## config.mk

```make
export PLATFORM = sky130hd
export DESIGN_NAME = master_spi_serializer
export DESIGN_NICKNAME = d
export VERILOG_FILES = /design/src/rtl/interconnect_pkg.sv /design/src/rtl/spi_clk_gen.sv /design/src/rtl/master_spi_serializer.sv
export SDC_FILE = /design/constraint.sdc
export NUM_CORES = 1
export LEC_CHECK = 0
export ABC_AREA = 0
export CORE_MARGIN = 2
export CORE_UTILIZATION = 54
export DETAILED_ROUTE_END_ITERATION = 16
export PLACE_DENSITY_LB_ADDON = 0.1
export SYNTH_ARGS = -nofsm -noshare
export SYNTH_HDL_FRONTEND = slang
export SYNTH_HIERARCHICAL = 1
export SYNTH_SLANG_ARGS = --single-unit
```

## constraint.sdc

```tcl
create_clock -name clk -period 3.3 [get_ports clk]
set_input_delay 0.495 -clock clk [delete_from_list [all_inputs] [get_ports clk]]
set_output_delay 0.495 -clock clk [all_outputs]
set_load 0.05 [all_outputs]
```

## src/rtl/interconnect_pkg.sv

```systemverilog
// Shared types and helpers for the master SPI memory path: FSM states,
// default field widths and the even-parity helper.
package interconnect_pkg;
  localparam int DEF_ADDR_W = 8;
  localparam int DEF_DATA_W = 32;

  typedef enum logic [2:0] {IDLE, SETUP, SHIFT, HOLD, DONE} spi_state_e;

  // Even parity over up to 64 bits; callers zero-extend narrower vectors.
  function automatic logic even_parity(input logic [63:0] v);
    return ^v;
  endfunction
endpackage

```

## src/rtl/spi_clk_gen.sv

```systemverilog
// Half-period timer for the SPI serializer: counts CLK_DIV cycles per half,
// owns the SCLK phase and strobes the cycle before each SCLK edge.
module spi_clk_gen #(
  parameter int CLK_DIV = 4
) (
  input  logic clk,
  input  logic rst_n,
  input  logic en,
  input  logic run,
  output logic half_done,
  output logic rise,
  output logic fall,
  output logic sclk
);
  logic [7:0] cnt;
  logic       phase;

  assign half_done = en && (cnt == 8'(CLK_DIV - 1));
  assign rise      = half_done && run && !phase;
  assign fall      = half_done && run && phase;
  assign sclk      = phase;

  always_ff @(posedge clk or negedge rst_n) begin
    if (!rst_n) begin
      cnt   <= '0;
      phase <= 1'b0;
    end else begin
      if (!en || half_done) cnt <= '0;
      else                  cnt <= cnt + 8'd1;
      if (rise || fall)     phase <= !phase;
    end
  end
endmodule

```

## src/rtl/master_spi_serializer.sv

```systemverilog
// Shifts {address,instr} out as one SPI mode-0 frame and captures the node's
// reply. Define SPI_PARITY_EN to append/check an even-parity bit.
module master_spi_serializer
  import interconnect_pkg::*;
#(
  parameter int CLK_DIV = 4,
  parameter int ADDR_W  = DEF_ADDR_W,
  parameter int DATA_W  = DEF_DATA_W
) (
  input  logic              clk,
  input  logic              rst_n,
  input  logic              valid,
  input  logic [ADDR_W-1:0] address,
  input  logic [DATA_W-1:0] instr,
  input  logic              miso,
  output logic              ready,
  output logic              sclk,
  output logic              mosi,
  output logic              cs_n,
  output logic [DATA_W-1:0] rx_data,
  output logic              rx_valid,
  output logic              parity_err
);
  localparam int NBITS = ADDR_W + DATA_W;
`ifdef SPI_PARITY_EN
  localparam int FRAME = NBITS + 1;
`else
  localparam int FRAME = NBITS;
`endif
  localparam int BCW = $clog2(FRAME + 1);

  spi_state_e       state, nxt;
  logic             valid_q, accept, en, run, last_low;
  logic             half_done, rise, fall;
  logic [FRAME-1:0] tx_sr;
  logic [DATA_W-1:0] rx_sr;
  logic [BCW-1:0]   bit_cnt;

  assign accept   = valid && !valid_q && ready;
  assign ready    = (state == IDLE);
  assign cs_n     = !(state inside {SETUP, SHIFT, HOLD});
  assign rx_valid = (state == DONE);
  assign mosi     = tx_sr[FRAME-1];
  assign en       = !cs_n;
  // bit_cnt already points past the last bit during its low half; stop SCLK there
  assign last_low = (state == SHIFT) && !sclk && (bit_cnt == BCW'(FRAME));
  assign run      = (state == SETUP) || ((state == SHIFT) && !last_low);

  spi_clk_gen #(.CLK_DIV(CLK_DIV)) u_clk_gen (
    .clk, .rst_n, .en, .run, .half_done, .rise, .fall, .sclk
  );

  always_ff @(posedge clk or negedge rst_n) begin
    if (!rst_n) state <= IDLE;
    else        state <= nxt;
  end

  always_comb begin
    nxt = state;
    unique case (state)
      IDLE:  if (accept)               nxt = SETUP;
      SETUP: if (half_done)            nxt = SHIFT;
      SHIFT: if (half_done && last_low) nxt = HOLD;
      HOLD:  if (half_done)            nxt = DONE;
      DONE:                            nxt = IDLE;
      default:                         nxt = IDLE;
    endcase
  end

  always_ff @(posedge clk or negedge rst_n) begin
    if (!rst_n) begin
      valid_q <= 1'b0;
      tx_sr   <= '0;
      rx_sr   <= '0;
      bit_cnt <= '0;
      rx_data <= '0;
    end else begin
      valid_q <= valid;
      if (accept) begin
`ifdef SPI_PARITY_EN
        tx_sr <= {address, instr, even_parity(64'({address, instr}))};
`else
        tx_sr <= {address, instr};
`endif
        bit_cnt <= '0;
      end else if (fall) begin
        tx_sr   <= {tx_sr[FRAME-2:0], 1'b0};
        bit_cnt <= bit_cnt + 1'b1;
      end
      // address-phase samples are dropped; only data bits enter rx_sr
      if (rise && (bit_cnt >= BCW'(ADDR_W)) && (bit_cnt < BCW'(NBITS)))
        rx_sr <= {rx_sr[DATA_W-2:0], miso};
      if (state == HOLD && half_done)
        rx_data <= rx_sr;
    end
  end

`ifdef SPI_PARITY_EN
  logic rx_par;

  always_ff @(posedge clk or negedge rst_n) begin
    if (!rst_n) begin
      rx_par     <= 1'b0;
      parity_err <= 1'b0;
    end else begin
      if (rise && (bit_cnt == BCW'(NBITS))) rx_par <= miso;
      if (state == HOLD && half_done)
        parity_err <= rx_par ^ even_parity(64'(rx_sr));
    end
  end
`else
  assign parity_err = 1'b0;
`endif
endmodule

```

==> results.sh <==
export IMPL_ys_top_cells_by_area="dfrtp_1 (59%), mux2_2 (14%), mux2i_1 (7.7%), a21oi_1 (4.1%), nor3_1 (3.8%)"
export IMPL_fmaxAchievable_mhz=354
export IMPL_rsz0062_at_grt="false"
export IMPL_fin_cells=637
export IMPL_endpoint_kind="flip-flop"
export IMPL_hold_buffers=0
export IMPL_setup_worst_path_class="reg2reg"
export IMPL_cp_required_ps=3690
export IMPL_fin_skew_ps=8.56
export IMPL_critPathLaunch="state[0]"
export IMPL_area_growth_syn_to_layout_pct=28.3
export IMPL_tns_ps=0
export IMPL_avgViaCountPerCell=5.33
export IMPL_drc=0
export IMPL_core_mm2=0.00933
export IMPL_rr_startpoint="state[0]"
export IMPL_grt_pass1_wl_um=17200
export IMPL_insertion_delay_ps=510
export IMPL_synth_most_common_cell="dfrtp_1"
export IMPL_synth_cell_types=37
export IMPL_finalMaxSlewViolations=0
export IMPL_tightest_slew_ps=762
export IMPL_dieArea_mm2=0.0105
export IMPL_cts_resized=0
export IMPL_io_pins=82
export IMPL_power_switching_share=0.311
export IMPL_synthesis_nets=463
export IMPL_vias=3398
export IMPL_cts_sinks=123
export IMPL_grt_max_degree=65
export IMPL_overflow=0
export IMPL_netlist_area_mm2=0.00523
export IMPL_ys_warn_count=6
export IMPL_internal_power_mw=3.35
export IMPL_die_height_um=102
export IMPL_synth_top_area_cell="dfrtp_1"
export IMPL_ys_seq_area_frac=0.588
export IMPL_die_x_um=102
export IMPL_root_buffer="clkbuf_8"
export IMPL_ctsHtreeMaxLevel=4
export IMPL_hold_violations=0
export IMPL_worstHoldPathType="in2async"
export IMPL_share_seq_of_total_power=0.415
export IMPL_numCtsBuffers=17
export IMPL_p_clk_frac=0.374
export IMPL_status="finished clean"
export IMPL_p_leak_nw=2.92
export IMPL_final_nets=542
export IMPL_wl_per_cell_um=15.9
export IMPL_final_cell_area_mm2=0.00672
export IMPL_async_reset_ff_frac=1.00
export IMPL_gp_congestion=0.757
export IMPL_rows=35
export IMPL_post_place_ws_ps=484
export IMPL_max_cap_viol_count=0
export IMPL_synth_commonest_cells="dfrtp_1 (123), mux2_2 (64), a21oi_1 (43)"
export IMPL_postPlaceCellArea_mm2=0.00614
export IMPL_port_buffers=80
export IMPL_synth_edff_count=0
export IMPL_syn_area_per_cell_um2=12.6
export IMPL_post_route_period_util=0.856
export IMPL_num_antenna_cells=0
export IMPL_power_density_mw_per_mm2=725
export IMPL_relSlewSlack=0.492
export IMPL_period_minus_slack_ps=2820
export IMPL_initial_core_util=0.561
export IMPL_holdWs_ps=43.5
export IMPL_antenna_found_initial=0
export IMPL_grtUsageTotal=0.214
export IMPL_dp_hpwl_um=6320
export IMPL_crit_path_start_kind="flip-flop"
export IMPL_drt_pass1_iter_count=4
export IMPL_placed_cells=605
export IMPL_synth_seq_cells=123
export IMPL_ant_nets=0
export IMPL_drt_total_wl_um=10100
export IMPL_peakVddDrop_mv=0.419
export IMPL_cts_tree="built"
export IMPL_clk_pin_slew_worst_paths_ps=60
export IMPL_cts_max_path_buffers=2
export IMPL_syn_inst=416
export IMPL_p_sw_mw=1.51
export IMPL_combPwrFrac=0.212
export IMPL_setup_viol=0
export IMPL_drt_first_iter_violations=133
export IMPL_ys_flop_type="dfrtp_1"
export IMPL_yosys_area_top_type_share=0.588
export IMPL_cp_max_fo=32
export IMPL_setup_slack_ps=475
export IMPL_grt_pass1_vias=3655
export IMPL_arrival_ps=3210
export IMPL_drive_above_1_share=0.219
export IMPL_cts_setup_buffers=0
==> flip-flops by register name (all words and copies together) (netlist names) <==
signal and count:
u_clk_gen/sclk 1, rx_sr 32, u_clk_gen/cnt 8, rx_data 32
bit_cnt 6, state 3, tx_sr 40, valid_q 1
==> worst max-delay path, cell delays in order, from the launching register on <==
cell     delay (ps)
dfrtp_1         440
or3b_2          480
o22ai_1         160
inv_1            70
or4_4           540
nor2_1          100
and3_1          150
buf_4           360
mux2_2          400
==> path summary, 6_finish.rpt <==
kind	endpoint	slack (ps)	depth (start not counted)
max	rx_sr[6]	480	8
min	tx_sr[29]	40	1
max reg2reg	rx_sr[6]	480	8
min reg2reg	u_clk_gen/cnt[0]	460	1
max in group asynchronous	bit_cnt[5]	2470	2
min in group clk	u_clk_gen/cnt[0]	460	1
==> kinds of logic (layout without fill, tap and decap cells) <==
family / after synthesis / in the layout / synth area share
DFF: 123 / 123 / 0.588
muxes: 105 / 105 / 0.216
and+or+nand+nor: 87 / 87 / 0.0892
AOI/OAI and AO/OA: 51 / 51 / 0.0500
buffers and inverters: 37 / 129 / 0.0320
xor gates and xnor gates: 9 / 9 / 0.0165
adders and majority gates: 3 / 3 / 0.00717
other: 1 / 1 / 0.000717
==> cell type report <==
| class | count | area [um2] |
|---|---|---|
| flip-flops and latches | 123 | 3080 |
| fillers | 660 | 2610 |
| multi-input cells | 256 | 1990 |
| repair buffers | 89 | 878 |
| clock buffers | 18 | 418 |
| well taps | 129 | 161 |
| clock inverters | 14 | 160 |
| inverters | 8 | 30.0 |
==> metrics by stage <==
step / utilization / power [mW]
floorplan: - / 2.76
global placement: 0.658 / 3.03
detailed placement: 0.658 / 3.08
CTS: 0.720 / 4.91
global route: 0.720 / 5.13
finish: 0.720 / 4.87
==> power by group through the flow <==
stage          clock network, mW  logic [mW]  registers (mW)
6_report                    1.82        1.03            2.02
5_1_grt                     1.93        1.14            2.06
4_1_cts                     1.85        1.04            2.02
3_5_place_dp                   0        1.03            2.04
3_3_place_gp                   0        1.01            2.03
2_1_floorplan                  0       0.720            2.04
==> layer usage <==
metal	wire (um)	global-route usage	vias to the layer above
li1	-	-	1631
met1	4610	0.272	1699
met2	4970	0.353	59
met3	426	0.0554	9
met4	108	0.0831	0
met5	0	0	-
==> cells in the final DEF, fill, tap and decap left out, types with 2 or more instances in the layout <==
| cell | Yosys | final |
|---|---|---|
| or3b_2 | 2 | 2 |
| nor3b_1 | 2 | 2 |
| or4_4 | 2 | 2 |
| nand2b_1 | 2 | 2 |
| ha_1 | 3 | 3 |
| mux2_2 | 64 | 64 |
| clkbuf_16 | 0 | 16 |
| nand4_1 | 3 | 3 |
| mux2i_1 | 40 | 40 |
| bufinv_16 | 0 | 2 |
| inv_6 | 0 | 6 |
| or3_1 | 6 | 6 |
| a21oi_1 | 43 | 43 |
| o21ai_0 | 6 | 6 |
| nor3_1 | 40 | 40 |
| clkinvlp_4 | 0 | 3 |
| inv_1 | 8 | 8 |
| xnor2_1 | 2 | 2 |
| buf_4 | 1 | 9 |
| nor2_1 | 15 | 15 |
| nand2_1 | 5 | 5 |
| clkdlybuf4s50_1 | 0 | 79 |
| nand3_1 | 2 | 2 |
| dfrtp_1 | 123 | 123 |
| xor2_1 | 6 | 6 |
(Power assumes the default switching activity.)
